## src/rtl/byte_word_bridge_pkg.sv

```systemverilog
// Shared definitions for the byte<->word bridge: FSM encoding and the
// byte-index to byte-lane mapping used by both the pack and unpack paths.
package byte_word_bridge_pkg;

  typedef enum logic [2:0] {
    IDLE,
    WR_COLLECT,
    WR_COMMIT,
    RD_FETCH,
    RD_WAIT,
    RD_SEND,
    FINISH
  } state_t;

  function automatic int clog2(input int value);
    int r;
    int v;
    r = 0;
    v = value - 1;
    while (v > 0) begin
      r++;
      v = v >> 1;
    end
    return r;
  endfunction

  function automatic int lane_of(input int byte_idx, input int word_bytes, input bit big_endian);
    int n;
    n = byte_idx % word_bytes;
    return big_endian ? (word_bytes - 1 - n) : n;
  endfunction

endpackage

```

## src/rtl/byte_word_bridge_if.sv

```systemverilog
// Control, byte-stream and word-memory signals of the bridge.
// master = the bridge itself, slave = host/UART side plus the RAM.
interface byte_word_bridge_if
  import byte_word_bridge_pkg::*;
#(
  parameter int BYTE_ADDR_WIDTH = 6,
  parameter int WORD_BYTES      = 4
) ();
  localparam int LANE_W          = clog2(WORD_BYTES);
  localparam int WORD_ADDR_WIDTH = BYTE_ADDR_WIDTH - LANE_W;

  logic                         start;
  logic                         mode;
  logic [WORD_ADDR_WIDTH-1:0]   start_word;
  logic [BYTE_ADDR_WIDTH:0]     byte_count;
  logic                         busy;
  logic                         done;
  logic [7:0]                   in_data;
  logic                         in_valid;
  logic                         in_ready;
  logic [7:0]                   out_data;
  logic                         out_valid;
  logic                         out_ready;
  logic [WORD_ADDR_WIDTH-1:0]   mem_addr;
  logic                         mem_we;
  logic [WORD_BYTES-1:0]        mem_be;
  logic [8*WORD_BYTES-1:0]      mem_wdata;
  logic [8*WORD_BYTES-1:0]      mem_rdata;

  modport master (
    input  start, mode, start_word, byte_count, in_data, in_valid, out_ready, mem_rdata,
    output busy, done, in_ready, out_data, out_valid, mem_addr, mem_we, mem_be, mem_wdata
  );

  modport slave (
    output start, mode, start_word, byte_count, in_data, in_valid, out_ready, mem_rdata,
    input  busy, done, in_ready, out_data, out_valid, mem_addr, mem_we, mem_be, mem_wdata
  );
endinterface

```

## src/rtl/byte_word_bridge_lane_mux.sv

```systemverilog
// Combinational byte-lane access: extracts one lane of a word and produces
// the same word with that lane replaced by a new byte.
module byte_lane_mux
  import byte_word_bridge_pkg::*;
#(
  parameter  int WORD_BYTES = 4,
  localparam int LANE_W     = clog2(WORD_BYTES)
) (
  input  logic [8*WORD_BYTES-1:0] word_in,
  input  logic [LANE_W-1:0]       lane,
  input  logic [7:0]              byte_in,
  output logic [7:0]              byte_out,
  output logic [8*WORD_BYTES-1:0] word_out
);

  always_comb begin
    word_out = word_in;
    byte_out = '0;
    for (int i = 0; i < WORD_BYTES; i++) begin
      if (lane == LANE_W'(i)) begin
        byte_out            = word_in[8*i +: 8];
        word_out[8*i +: 8]  = byte_in;
      end
    end
  end

endmodule

```

## src/rtl/byte_word_bridge.sv

```systemverilog
// Sequential byte<->word bridge: packs a byte stream into byte-enabled word
// writes, or fetches words and serialises them back into bytes.
module byte_word_bridge
  import byte_word_bridge_pkg::*;
#(
  parameter int BYTE_ADDR_WIDTH = 6,
  parameter int WORD_BYTES      = 4,
  parameter bit BIG_ENDIAN      = 1'b0
) (
  input logic          clk,
  input logic          rst_n,
  byte_word_bridge_if.master bus
);

  localparam int LANE_W          = clog2(WORD_BYTES);
  localparam int WORD_ADDR_WIDTH = BYTE_ADDR_WIDTH - LANE_W;
  localparam int WORD_W          = 8 * WORD_BYTES;
  localparam int CNT_W           = BYTE_ADDR_WIDTH + 1;
  localparam logic [CNT_W-1:0]  MAX_BYTES = {1'b1, {BYTE_ADDR_WIDTH{1'b0}}};
  localparam logic [LANE_W-1:0] LAST_IDX  = LANE_W'(WORD_BYTES - 1);

  state_t                     state_q, state_d;
  logic [WORD_ADDR_WIDTH-1:0] addr_q, addr_d;
  logic [CNT_W-1:0]           rem_q, rem_d;
  logic [LANE_W-1:0]          idx_q, idx_d;
  logic [WORD_W-1:0]          buf_q, buf_d;
  logic [WORD_BYTES-1:0]      be_q, be_d;
  logic                       busy_q, busy_d;
  logic                       done_q, done_d;
  logic                       in_ready_q, in_ready_d;
  logic                       out_valid_q, out_valid_d;
  logic [7:0]                 out_data_q, out_data_d;
  logic                       mem_we_q, mem_we_d;
  logic [WORD_BYTES-1:0]      mem_be_q, mem_be_d;
  logic [WORD_W-1:0]          mem_wdata_q, mem_wdata_d;

  logic [CNT_W-1:0]           cnt_in;
  logic [WORD_W-1:0]          mux_word;
  logic [LANE_W-1:0]          mux_idx;
  logic [LANE_W-1:0]          mux_lane;
  logic [7:0]                 mux_byte;
  logic [WORD_W-1:0]          mux_word_ins;

  assign cnt_in = (bus.byte_count > MAX_BYTES) ? MAX_BYTES : bus.byte_count;

  // Write and read never overlap, so one lane mux serves both directions:
  // in RD_WAIT it looks at the fresh RAM word, in RD_SEND one byte ahead.
  always_comb begin
    mux_word = buf_q;
    mux_idx  = idx_q;
    if (state_q == RD_WAIT) begin
      mux_word = bus.mem_rdata;
      mux_idx  = '0;
    end else if (state_q == RD_SEND) begin
      mux_idx  = idx_q + 1'b1;
    end
    mux_lane = LANE_W'(lane_of(int'(mux_idx), WORD_BYTES, BIG_ENDIAN));
  end

  byte_lane_mux #(
    .WORD_BYTES (WORD_BYTES)
  ) u_lane_mux (
    .word_in  (mux_word),
    .lane     (mux_lane),
    .byte_in  (bus.in_data),
    .byte_out (mux_byte),
    .word_out (mux_word_ins)
  );

  always_comb begin
    state_d     = state_q;
    addr_d      = addr_q;
    rem_d       = rem_q;
    idx_d       = idx_q;
    buf_d       = buf_q;
    be_d        = be_q;
    out_data_d  = out_data_q;
    mem_we_d    = 1'b0;
    mem_be_d    = mem_be_q;
    mem_wdata_d = mem_wdata_q;

    case (state_q)
      IDLE: begin
        if (bus.start) begin
          addr_d = bus.start_word;
          rem_d  = cnt_in;
          idx_d  = '0;
          buf_d  = '0;
          be_d   = '0;
          if (cnt_in == '0) state_d = FINISH;
          else              state_d = bus.mode ? RD_FETCH : WR_COLLECT;
        end
      end
      WR_COLLECT: begin
        if (bus.in_valid && in_ready_q) begin
          buf_d = mux_word_ins;
          be_d  = be_q | (WORD_BYTES'(1) << mux_lane);
          rem_d = rem_q - 1'b1;
          idx_d = idx_q + 1'b1;
          if (idx_q == LAST_IDX || rem_q == CNT_W'(1)) begin
            state_d     = WR_COMMIT;
            mem_we_d    = 1'b1;
            mem_be_d    = be_d;
            mem_wdata_d = buf_d;
          end
        end
      end
      WR_COMMIT: begin
        buf_d       = '0;
        be_d        = '0;
        idx_d       = '0;
        mem_be_d    = '0;
        mem_wdata_d = '0;
        addr_d      = addr_q + 1'b1;
        state_d     = (rem_q != '0) ? WR_COLLECT : FINISH;
      end
      RD_FETCH: state_d = RD_WAIT;
      RD_WAIT: begin
        buf_d      = bus.mem_rdata;
        out_data_d = mux_byte;
        state_d    = RD_SEND;
      end
      RD_SEND: begin
        if (out_valid_q && bus.out_ready) begin
          rem_d = rem_q - 1'b1;
          idx_d = idx_q + 1'b1;
          if (rem_q == CNT_W'(1)) begin
            state_d = FINISH;
          end else if (idx_q == LAST_IDX) begin
            addr_d  = addr_q + 1'b1;
            state_d = RD_FETCH;
          end else begin
            out_data_d = mux_byte;
          end
        end
      end
      FINISH:  state_d = IDLE;
      default: state_d = IDLE;
    endcase

    // Status outputs are registered copies of what the next state implies.
    busy_d      = (state_d != IDLE);
    done_d      = (state_d == FINISH);
    in_ready_d  = (state_d == WR_COLLECT);
    out_valid_d = (state_d == RD_SEND);
    if (state_d != RD_SEND) out_data_d = '0;
  end

  always_ff @(posedge clk or negedge rst_n) begin
    if (!rst_n) begin
      state_q     <= IDLE;
      addr_q      <= '0;
      rem_q       <= '0;
      idx_q       <= '0;
      buf_q       <= '0;
      be_q        <= '0;
      busy_q      <= 1'b0;
      done_q      <= 1'b0;
      in_ready_q  <= 1'b0;
      out_valid_q <= 1'b0;
      out_data_q  <= '0;
      mem_we_q    <= 1'b0;
      mem_be_q    <= '0;
      mem_wdata_q <= '0;
    end else begin
      state_q     <= state_d;
      addr_q      <= addr_d;
      rem_q       <= rem_d;
      idx_q       <= idx_d;
      buf_q       <= buf_d;
      be_q        <= be_d;
      busy_q      <= busy_d;
      done_q      <= done_d;
      in_ready_q  <= in_ready_d;
      out_valid_q <= out_valid_d;
      out_data_q  <= out_data_d;
      mem_we_q    <= mem_we_d;
      mem_be_q    <= mem_be_d;
      mem_wdata_q <= mem_wdata_d;
    end
  end

  assign bus.busy      = busy_q;
  assign bus.done      = done_q;
  assign bus.in_ready  = in_ready_q;
  assign bus.out_valid = out_valid_q;
  assign bus.out_data  = out_data_q;
  assign bus.mem_addr  = addr_q;
  assign bus.mem_we    = mem_we_q;
  assign bus.mem_be    = mem_be_q;
  assign bus.mem_wdata = mem_wdata_q;

endmodule

```

## src/flat_wrapper.sv

```systemverilog
// flat-port wrapper written by rule: the top's interface ports become plain ports
module byte_word_bridge_flat import byte_word_bridge_pkg::*;
#(
  parameter int BYTE_ADDR_WIDTH = 6,
  parameter int WORD_BYTES      = 4,
  parameter bit BIG_ENDIAN      = 1'b0
)
  (clk, rst_n, bus_start, bus_mode, bus_start_word, bus_byte_count, bus_in_data, bus_in_valid, bus_out_ready, bus_mem_rdata, bus_busy, bus_done, bus_in_ready, bus_out_data, bus_out_valid, bus_mem_addr, bus_mem_we, bus_mem_be, bus_mem_wdata);
  byte_word_bridge_if #(.BYTE_ADDR_WIDTH(BYTE_ADDR_WIDTH), .WORD_BYTES(WORD_BYTES)) bus_i ();
  input logic clk;
  input logic rst_n;
  input wire logic [$bits(bus_i.start)-1:0] bus_start;
  input wire logic [$bits(bus_i.mode)-1:0] bus_mode;
  input wire logic [$bits(bus_i.start_word)-1:0] bus_start_word;
  input wire logic [$bits(bus_i.byte_count)-1:0] bus_byte_count;
  input wire logic [$bits(bus_i.in_data)-1:0] bus_in_data;
  input wire logic [$bits(bus_i.in_valid)-1:0] bus_in_valid;
  input wire logic [$bits(bus_i.out_ready)-1:0] bus_out_ready;
  input wire logic [$bits(bus_i.mem_rdata)-1:0] bus_mem_rdata;
  output wire logic [$bits(bus_i.busy)-1:0] bus_busy;
  output wire logic [$bits(bus_i.done)-1:0] bus_done;
  output wire logic [$bits(bus_i.in_ready)-1:0] bus_in_ready;
  output wire logic [$bits(bus_i.out_data)-1:0] bus_out_data;
  output wire logic [$bits(bus_i.out_valid)-1:0] bus_out_valid;
  output wire logic [$bits(bus_i.mem_addr)-1:0] bus_mem_addr;
  output wire logic [$bits(bus_i.mem_we)-1:0] bus_mem_we;
  output wire logic [$bits(bus_i.mem_be)-1:0] bus_mem_be;
  output wire logic [$bits(bus_i.mem_wdata)-1:0] bus_mem_wdata;
  assign bus_i.start = bus_start;
  assign bus_i.mode = bus_mode;
  assign bus_i.start_word = bus_start_word;
  assign bus_i.byte_count = bus_byte_count;
  assign bus_i.in_data = bus_in_data;
  assign bus_i.in_valid = bus_in_valid;
  assign bus_i.out_ready = bus_out_ready;
  assign bus_i.mem_rdata = bus_mem_rdata;
  assign bus_busy = bus_i.busy;
  assign bus_done = bus_i.done;
  assign bus_in_ready = bus_i.in_ready;
  assign bus_out_data = bus_i.out_data;
  assign bus_out_valid = bus_i.out_valid;
  assign bus_mem_addr = bus_i.mem_addr;
  assign bus_mem_we = bus_i.mem_we;
  assign bus_mem_be = bus_i.mem_be;
  assign bus_mem_wdata = bus_i.mem_wdata;
  byte_word_bridge #(.BYTE_ADDR_WIDTH(BYTE_ADDR_WIDTH), .WORD_BYTES(WORD_BYTES), .BIG_ENDIAN(BIG_ENDIAN)) u_core (.clk(clk), .rst_n(rst_n), .bus(bus_i));
endmodule
```

## config.mk

```make
export PLATFORM = sky130hd
export DESIGN_NAME = byte_word_bridge_flat
export DESIGN_NICKNAME = d
export VERILOG_FILES = /design/src/rtl/byte_word_bridge_pkg.sv /design/src/rtl/byte_word_bridge_if.sv /design/src/rtl/byte_word_bridge_lane_mux.sv /design/src/rtl/byte_word_bridge.sv /design/src/flat_wrapper.sv
export SDC_FILE = /design/constraint.sdc
export NUM_CORES = 1
export LEC_CHECK = 0
export CAP_MARGIN = 40
export CORE_ASPECT_RATIO = 1.1
export CORE_MARGIN = 2
export CORE_UTILIZATION = 47
export CTS_CLUSTER_SIZE = 10
export DETAILED_ROUTE_END_ITERATION = 10
export HOLD_SLACK_MARGIN = 0.12
export PLACE_DENSITY = 0.78
export SETUP_SLACK_MARGIN = 0.5
export SLEW_MARGIN = 0
export SYNTH_ARGS = -nofsm -noshare
export SYNTH_HDL_FRONTEND = slang
export SYNTH_SLANG_ARGS = --single-unit
export TNS_END_PERCENT = 30
```

## constraint.sdc

```tcl
create_clock -name clk -period 2.1 [get_ports clk]
set_input_delay 0.42 -clock clk [delete_from_list [all_inputs] [get_ports clk]]
set_output_delay 0.42 -clock clk [all_outputs]
set_load 0.02 [all_outputs]
```

## Word level (Yosys, flattened, before mapping)

Index checks and enable logic that the tools add are counted.

| storage, ports and cells | value |
|---|---|
| register bits | 101 |
| input bits | 57 |
| output and inout port bits | 53 |
| logic and storage cells | 120 |

| cells by class | value |
|---|---|
| add/subtract/negate cells | 3 |
| magnitude comparators | 1 |
| equal/unequal tests | 23 |
| shift operators | 1 |
| muxes and demuxes | 55 |
| bitwise logic cells | 1 |
| reductions and logical operators | 22 |

Operator list:

| kind | number |
|---|---|
| $mux W32 | 5 |
| $pmux W32 S4 | 1 |
| $mux W8 | 12 |
| $pmux W32 S2 | 1 |
| $mux W4 | 8 |
| $mux W7 | 4 |
| $mux W3 | 8 |
| $pmux W4 S3 | 2 |
| $pmux W7 S3 | 1 |
| $pmux W3 S6 | 1 |
| $pmux W8 S2 | 1 |
| $reduce_bool A3 Y1 | 5 |
| $eq A3 B3 Y1 const B | 4 |
| $mux W2 | 6 |
| $ne A3 B3 Y1 const B | 4 |
| $reduce_and A4 Y1 | 3 |
| $reduce_and A3 Y1 | 3 |
| $ne A2 B2 Y1 const B | 4 |
| $pmux W2 S4 | 1 |
| $pmux W4 S2 | 1 |
| $reduce_bool A4 Y1 | 2 |
| $eq A7 B1 Y1 const B | 1 |
| $gt A7 B7 Y1 const B | 1 |
| $logic_not A7 Y1 | 1 |
| other kinds (18) | 26 |

## Longest topological paths before layout

Gate-level depths: netlist of the first run.

| logic depth | value |
|---|---|
| depth in word-level cells | 13 |
| mapped depth | 9 |
| depth with buffers taken out | 8 |

## Modules after synthesis

A second synthesis of the first run with hierarchy kept.

| unflattened totals | value |
|---|---|
| cell total of the unflattened synthesis | 662 |
| area, all modules | 5793.1 µm² |

By module, submodules not included:

| module | times used | cells each | area an instance (µm²) | sequential area each (µm²) |
|---|---|---|---|---|
| byte_word_bridge | 1 | 614 | 5167.5 | 2527.4 |
| byte_lane_mux | 1 | 48 | 625.6 | 0.0 |

## Least setup slack after synthesis of the first run

No wires, ideal clock.

| timing | value |
|---|---|
| path kind | register to register |
| start | register u_core.idx_q[1] |
| end | register u_core.out_data_q[6] (netlist: u_core.bus.out_data[6]) |
| library setup time | 0.111 ns |
| data arrival time | 1.872 ns |
| data required time | 1.989 ns |
| slack | 0.116 ns |
| stages on the path, launching flop included | 8 |
| path buffers | 1 |
| period minus slack after synthesis | 1.984 ns |
| path through | dfrtp_1 > ha_1 > nor2b_1 > o21ai_2 > and2_1 > buf_4 > o221ai_2 > a2111oi_2 |

| between the ends | value |
|---|---|
| cells in the longest elaborated chain, start to end | 13 |
| elaborated cells between the ends (all ways) | 30 |
| those cells by class | 1 x add/sub; 8 x eq/ne; 17 x mux; 4 x reduce/logical |

Ends and longest elaborated chain:

| element | RTL line | RTL |
|---|---|---|
| start, declared | byte_word_bridge.sv:25 | `logic [LANE_W-1:0] idx_q, idx_d;` |
| start signal, assigned | byte_word_bridge.sv:169 | `idx_q <= idx_d;` |
| $add A2 B1 Y2 | byte_word_bridge.sv:55 | `mux_idx = idx_q + 1'b1;` |
| $mux W2 | byte_word_bridge.sv:54 | `end else if (state_q == RD_SEND) begin` |
| $mux W2 | byte_word_bridge.sv:51 | `if (state_q == RD_WAIT) begin` |
| $logic_not A2 Y1 | byte_word_bridge_lane_mux.sv:20 | `if (lane == LANE_W'(i)) begin` |
| $mux W8 (4 in series) | byte_word_bridge_lane_mux.sv:20 |  |
| $mux W8 | byte_word_bridge.sv:129 | `end else if (idx_q == LAST_IDX) begin` |
| $mux W8 | byte_word_bridge.sv:127 | `if (rem_q == CNT_W'(1)) begin` |
| $mux W8 | byte_word_bridge.sv:124 | `if (out_valid_q && bus.out_ready) begin` |
| $pmux W8 S2 | byte_word_bridge.sv:82 | `case (state_q)` |
| $mux W8 | byte_word_bridge.sv:146 | `if (state_d != RD_SEND) out_data_d = '0;` |
| end signal, assigned | byte_word_bridge.sv:176 | `out_data_q <= out_data_d;` |
| end, declared | byte_word_bridge.sv:32 | `logic [7:0] out_data_q, out_data_d;` |

Several ways; a longest one is shown, not always the timed one. The select of a mux whose other input is x is not followed.
A chain may end at the register's enable or synchronous reset.

## Worst setup path after layout of the first run

| timing | value |
|---|---|
| start | register u_core.state_q[0] |
| end | register u_core.out_data_q[3] (netlist: u_core.bus.out_data[3]) |

| between the ends | value |
|---|---|
| cells in the longest elaborated chain, start to end | 13 |
| elaborated cells between the ends (all ways) | 35 |
| those cells by class | 12 x eq/ne; 19 x mux; 4 x reduce/logical |

Ends and longest elaborated chain:

| element | RTL line | RTL |
|---|---|---|
| start, declared | byte_word_bridge.sv:22 | `state_t state_q, state_d;` |
| start signal, assigned | byte_word_bridge.sv:166 | `state_q <= state_d;` |
| $eq A3 B3 Y1 | byte_word_bridge.sv:54, byte_word_bridge.sv:82 |  |
| $mux W2 | byte_word_bridge.sv:54 |  |
| $mux W2 | byte_word_bridge.sv:51 |  |
| $logic_not A2 Y1 | byte_word_bridge_lane_mux.sv:20 |  |
| $mux W8 (4 in series) | byte_word_bridge_lane_mux.sv:20 |  |
| $mux W8 | byte_word_bridge.sv:129 |  |
| $mux W8 | byte_word_bridge.sv:127 |  |
| $mux W8 | byte_word_bridge.sv:124 |  |
| $pmux W8 S2 | byte_word_bridge.sv:82 |  |
| $mux W8 | byte_word_bridge.sv:146 |  |

Several ways; a longest one is shown, not always the timed one. The select of a mux whose other input is x is not followed.

==> reports/results.ini, run 1 <==
[outcome]
outcome=complete, but fails checks
violations=negative setup slack

[job]
maxCapViolCount=0

[floorplan]
die_x_um=109
core_area_um2=11900
die_h_um=119
io_pins=110
row_count=42
initial_core_util=0.476
die-area_um2=13000

[detailed_routing]
drt_iter0_markers=716
vias=6805
first_pass_iters=7
drt-total-wl_um=23400
via_per_inst=6.86
ant_nets=0
routedWlPerCell_um=23.6
drc_errors=0

[logic_synthesis]
synth_most_common_cell=dfrtp_1
yosys-top-cells-count=dfrtp_1 (101), nand2_1 (79), nor2_1 (63)
ys_seq_area_frac=0.445
synth_seq_cells=101
yosysTopAreaCell=dfrtp_1
yosys_warnings=0
ys_async_sr_fraction=1.00
synth_top_area_share=0.445
syn_area_um2=5670
ys.flop_type=dfrtp_1
syn_area_per_cell_um2=8.62
synth_nets=720
yosysUniqueCellTypes=59
synth_cells=658
ys_top_cells_by_area=dfrtp_1 (45%), o211ai_1 (7.4%), nand2_1 (5.2%)
synth_edf_count=0

[grt]
grt_most_used_layer=met2
met2_usage=0.559
antenna_found_initial=0
met3_usage=0.0783
grt_max_degree=42
grtUsageTotal=0.345
met1_usage=0.416
grt_pass1_vias=6466
grt_overflow=0
grt_pass1_wl_um=34600

[finish]
syn2layout_area_growth_pct=54.7
antenna_cells=0
stdcell_count=992
nFillCells=773
drive_gt1_frac=0.278
fin_util=0.736
nets=895

[power_and_ir_drop]
ir_drop_mv=0.828
power_density_nw_per_um2=1830
power_uw=16000
p_leak_uw=0.00361

[worst_setup_path]
crit_path_start_kind=flop
r2r_slack_ps=-4
path_cells=buf_6, or3b_4, buf_6, buf_6, o22ai_2, o311a_4, nor3_4
cp_top_family=compound AO/OA/AOI/OAI gates
endpoint_kind=flop
worstSetupPathType=reg -> reg
max_stage_delay_ps=470
timing.rr.end=u_core.bus.out_data[3]
r2r_cells=7
worstPathBufferInverterCount=3
worstPathMaxFanout=5
crit_path_top_delay_cell=or3b_4
path_common_cell=buf_6
cp.required_ps=2330
r2r_start=u_core.state_q[0]
critPathArrivalTime_ps=2340

[placed_design]
io_buffers=109
gp_congestion=0.920
dpl_worst_slack_ps=-53.0
place_inst=911
dp_hpwl_um=12900

[cts]
cts_tree=built
h-tree-depth=3
cts.reportedPaths.clkPinSlew_ps=70
cts_buffers=9
clockBufferDepth=2
ctsRootBufferMaster=clkbuf_16
clock-sinks=101
clkLatencyLatePin_ps=360

[timing]
timing.clock.skew_ps=10.2
fin_ws_ps=-3.67
fmax_ghz=0.475
fin_crit_sh=1.00
finalSetupViolCount=1
fin_crit_ps=2100
finalSetupTns_ps=-3.67
rsz0062_at_grt=yes
relSlewSlack=0.628
worst_pin_slew_ps=556
hold_violations=0
finalMaxSlewViolations=0

[hold_path]
hold_path.startpoint=u_core.be_q[1]
worst_hold_path.endpoint=u_core.be_q[1]
hold_class=reg -> reg
min_path_cells=2

[what timing repair did]
item                                    4_1_cts  5_1_grt
pin swaps                                    37       41
gates resized for setup                      85       89
hold buffers                                  1        0
cloned                                       16        4
hold endpoints to repair                     26        0
buffers inserted                             30       14
endpoints found under the setup margin      148      154
[cells in the final DEF (no fill, tap or decap), types with 5 or more instances in the layout]
| cell type | n |
|---|---|
| nand3_2 | 5 |
| inv_1 | 9 |
| o21ai_2 | 23 |
| o21ai_0 | 25 |
| nand2_1 | 65 |
| nand4_1 | 8 |
| clkdlybuf4s50_1 | 107 |
| a31oi_1 | 37 |
| nor2_1 | 60 |
| a21oi_1 | 17 |
| buf_6 | 31 |
| buf_4 | 50 |
| o311a_1 | 5 |
| buf_12 | 8 |
| buf_16 | 8 |
| nand3_1 | 32 |
| dfrtp_1 | 97 |
| o21ai_1 | 36 |
| a21oi_2 | 5 |
| nand2_2 | 13 |
| o22ai_1 | 6 |
| or2_4 | 5 |
| clkbuf_16 | 11 |
| o221ai_2 | 6 |
| nor3_1 | 5 |
| o211ai_1 | 56 |
[flip-flops by register name, summed over array words and instances, names as in the netlist, 2 cells and up]
name                  cells
u_core.state_q            3
u_core.rem_q              7
u_core.idx_q              2
u_core.bus.mem_wdata     32
u_core.buf_q             32
u_core.be_q               4
u_core.bus.mem_addr       4
u_core.bus.out_data       8
u_core.bus.mem_be         4
[final cells by class]
| cell class | instances | area (um2) | area share |
|---|---|---|---|
| clock buffers | 9 | 225 | 0.0257 |
| inverters | 11 | 46.3 | 0.00527 |
| well taps | 154 | 193 | 0.0220 |
| repair buffers | 214 | 2320 | 0.264 |
| clock inverters | 7 | 120 | 0.0137 |
| flip-flops and latches | 101 | 2530 | 0.289 |
| repair inverters | 1 | 5.00 | 0.000570 |
| multi-input cells | 495 | 3330 | 0.380 |
[routing by layer]
| layer | up-vias | part of all wire |
|---|---|---|
| li1 | 2809 | - |
| met1 | 3251 | 0.35 |
| met2 | 572 | 0.48 |
| met3 | 173 | 0.10 |
| met4 | 0 | 0.078 |
| met5 | - | 0 |
[power breakdown]
group / total, uW / internal [uW] / switching (uW)
logic: 10300 / 4590 / 5730
clock network: 1990 / 1170 / 817
registers: 3720 / 2850 / 864
[per-stage QoR]
stage	area (um2)	hold WS (ps)
floorplan	5770	124
global placement	7150	370
detailed placement	7150	373
CTS	8290	491
global route	8780	530
finish	8780	488
[tightest hold or removal path, cell delays in order (launching register included)]
cell and delay [ps]:
dfrtp_1 350, nand2_1 50, o21ai_0 50
[kinds of logic (layout without fill, tap and decap cells)]
logic type | after synthesis | after routing | share of synthesized area
muxes | 8 | 8 | 0.0152
buffers and inverters | 65 | 242 | 0.0540
DFF | 101 | 101 | 0.445
AOI/OAI and AO/OA | 242 | 242 | 0.278
and+or+nand+nor | 237 | 240 | 0.196
adders and majority gates | 5 | 5 | 0.0110
[worst max path at each step]
| stage | to | start | slack, ps | cells past startpoint |
|---|---|---|---|---|
| finish | u_core.bus.out_data[3] | u_core.state_q[0] | -4 | 7 |
| floorplan | u_core.bus.out_data[6] | u_core.idx_q[1] | 260 | 7 |
| global placement | u_core.bus.out_data[3] | bus_byte_count[3] | 30 | 6 |
| global route | u_core.bus.out_data[3] | u_core.state_q[0] | -10 | 7 |
| detailed placement | u_core.bus.out_data[3] | bus_byte_count[4] | -50 | 6 |
| CTS | u_core.bus.out_data[7] | u_core.state_q[1] | 210 | 6 |
Note: power is estimated with default switching activity, not from simulation.
==> run 2, diff against run 1 <==
Settings changed: CORE_ASPECT_RATIO 1.1 to 2.
==> run 2 against run 1 <==
Against the previous run:
- the flow now finishes without violations
- sequential share of layout area grew 0.98 points
- via count shrank 7.7%
- register-to-register slack gained 140 ps
- clock-buffer cell count grew 1
- first-iteration DRC count grew 7.3%
- worst hold slack gained 14 ps
- final area shrank 3.2%
- combinational power is essentially flat
==> reports/results.ini, run 2 (synthesized netlist as in run 1, its figures left out) <==
[outcome]
outcome=finished, final reports clean  ; was complete, but fails checks

[floorplan]
die_h_um=159  ; was 119 um
die-area_um2=13000  ; about the same
core_area_um2=11800  ; was 11900 um2
io_pins=110  ; unchanged
initial_core_util=0.482  ; was 0.476
die_x_um=81.7  ; was 109 um
row_count=56  ; was 42

[cts]
cts_tree=built  ; unchanged
cts_buffers=9  ; unchanged
clock-sinks=101  ; unchanged
ctsRootBufferMaster=clkbuf_16  ; unchanged
cts.reportedPaths.clkPinSlew_ps=70  ; about the same
h-tree-depth=3  ; unchanged
clkLatencyLatePin_ps=360  ; about the same
clockBufferDepth=2  ; unchanged

[power_and_ir_drop]
p_sw_frac=0.453  ; was 0.462
p_leak_uw=0.00351  ; was 0.00361 uW
p_int_uw=8420  ; was 8620 uW
p_sw_uw=6970  ; was 7410 uW
p_seq_frac=0.237  ; was 0.232
clkPwrFrac=0.115  ; was 0.124
ir_drop_mv=0.879  ; was 0.828 mV
power_density_nw_per_um2=1810  ; was 1830 nW/um2
power_frac_comb=0.648  ; was 0.644

[worst_setup_path]
worstPathMaxFanout=23  ; was 5
crit_path_start_kind=flop  ; unchanged
critPathArrivalTime_ps=2180  ; was 2340 ps
endpoint_kind=flop  ; unchanged
cp.required_ps=2310  ; was 2330 ps
worstSetupPathType=reg -> reg  ; unchanged

[detailed_routing]
via_per_inst=6.45  ; was 6.86
vias=6278  ; was 6805
routedWlPerCell_um=21.9  ; was 23.6 um
ant_nets=0  ; unchanged
drt_iter0_markers=768  ; was 716
first_pass_iters=7  ; unchanged
drt-total-wl_um=21300  ; was 23400 um
drc_errors=0  ; unchanged

[grt]
grt_overflow=0  ; unchanged
grt_pass1_wl_um=31800  ; was 34600 um
grt_pass1_vias=6136  ; was 6466
grt_max_degree=65  ; was 42
antenna_found_initial=0  ; unchanged
grtUsageTotal=0.316  ; was 0.345

[finish]
drive_gt1_frac=0.246  ; was 0.278
final_common_cell=clkdlybuf4s50_1  ; unchanged
stdcell_count=973  ; was 992
fin_util=0.722  ; was 0.736
syn2layout_area_growth_pct=49.8  ; was 54.7%
design_area_um2=8500  ; was 8780 um2
nets=885  ; was 895
final_cell_mix=clkdlybuf4s50_1 (106), dfrtp_1 (94), nand2_1 (76)  ; was clkdlybuf4s50_1 (107), dfrtp_1 (97), nand2_1 (65)
antenna_cells=0  ; unchanged

[placed_design]
io_buffers=109  ; unchanged
gp_congestion=0.912  ; was 0.920
dp_hpwl_um=14000  ; was 12900 um
place_area_um2=7210  ; was 7150 um2
place_inst=910  ; was 911

[timing]
relSlewSlack=0.608  ; was 0.628
timing.clock.skew_ps=7.88  ; was 10.2 ps
finalSetupTns_ps=0  ; was -3.67 ps
rsz0062_at_grt=yes  ; unchanged
fin_crit_sh=0.934  ; was 1.00
finalSetupViolCount=0  ; was 1
fmax_ghz=0.510  ; was 0.475 GHz
hold_violations=0  ; unchanged
fin_crit_ps=1960  ; was 2100 ps
worst_pin_slew_ps=587  ; was 556 ps
finalMaxSlewViolations=0  ; unchanged

[job]
maxCapViolCount=0  ; unchanged

[hold_path]
hold_class=reg -> reg  ; unchanged

## run 2: power groups by stage
stage | clock network, uW | registers (uW) | logic [uW]
after global placement | 0 | 3570 | 7460
after CTS | 1790 | 3570 | 8670
final | 1770 | 3650 | 9970
after detailed placement | 0 | 3620 | 7650
after floorplan | 0 | 3930 | 4530
after global routing | 1860 | 3720 | 10600
## run 2: worst max-delay path, stage by stage (launching register included)
cell and delay [ps]:
dfrtp_2 450, buf_4 150, or3b_4 440, buf_8 200, nand2_1 90, nand4_1 200
o211ai_1 170, a31oi_1 130
## run 2: through the flow
stage               total power (uW)  hold slack, ps  worst slack [ps]
floorplan                       8470             124               262
global placement               11000             454              -161
detailed placement             11300             455              -109
CTS                            14000             501               219
global route                   16200             543               127
finish                         15400             502               138
## run 2: final timing paths
| kind | start | endpoint | slack [ps] | cells after the start |
|---|---|---|---|---|
| max | u_core.state_q[0] | u_core.buf_q[4] | 140 | 7 |
| min reg2reg | u_core.be_q[1] | u_core.be_q[1] | 500 | 2 |
| min in group asynchronous | rst_n | u_core.rem_q[0] | 590 | 2 |
| max in group asynchronous | rst_n | u_core.buf_q[26] | 850 | 3 |
| max reg2reg | u_core.state_q[0] | u_core.buf_q[4] | 140 | 7 |
| min | u_core.be_q[1] | u_core.be_q[1] | 500 | 2 |
## run 2: final cells by class
class | count | area, um2
well taps | 145 | 181
flip-flops and latches | 101 | 2540
clock inverters | 6 | 81.3
multi-input cells | 493 | 3250
repair buffers | 206 | 2150
inverters | 11 | 57.6
fillers | 876 | 3270
repair inverters | 1 | 3.75
clock buffers | 10 | 239
## run 2: repair_timing
item,CTS,global route
pin swaps,24,40
endpoints found under the hold margin,37,0
setup buffers,23,14
hold buffers,1,0
resized for setup,61,75
setup endpoints to repair,153,154
cloned,4,5
## run 2: layer usage
layer,GRT usage,part of all wire,up-vias
met1,0.342,0.33,2992
met2,0.546,0.53,391
met5,0,0,-
met4,0.207,0.082,0
li1,-,-,2779
met3,0.0527,0.063,116
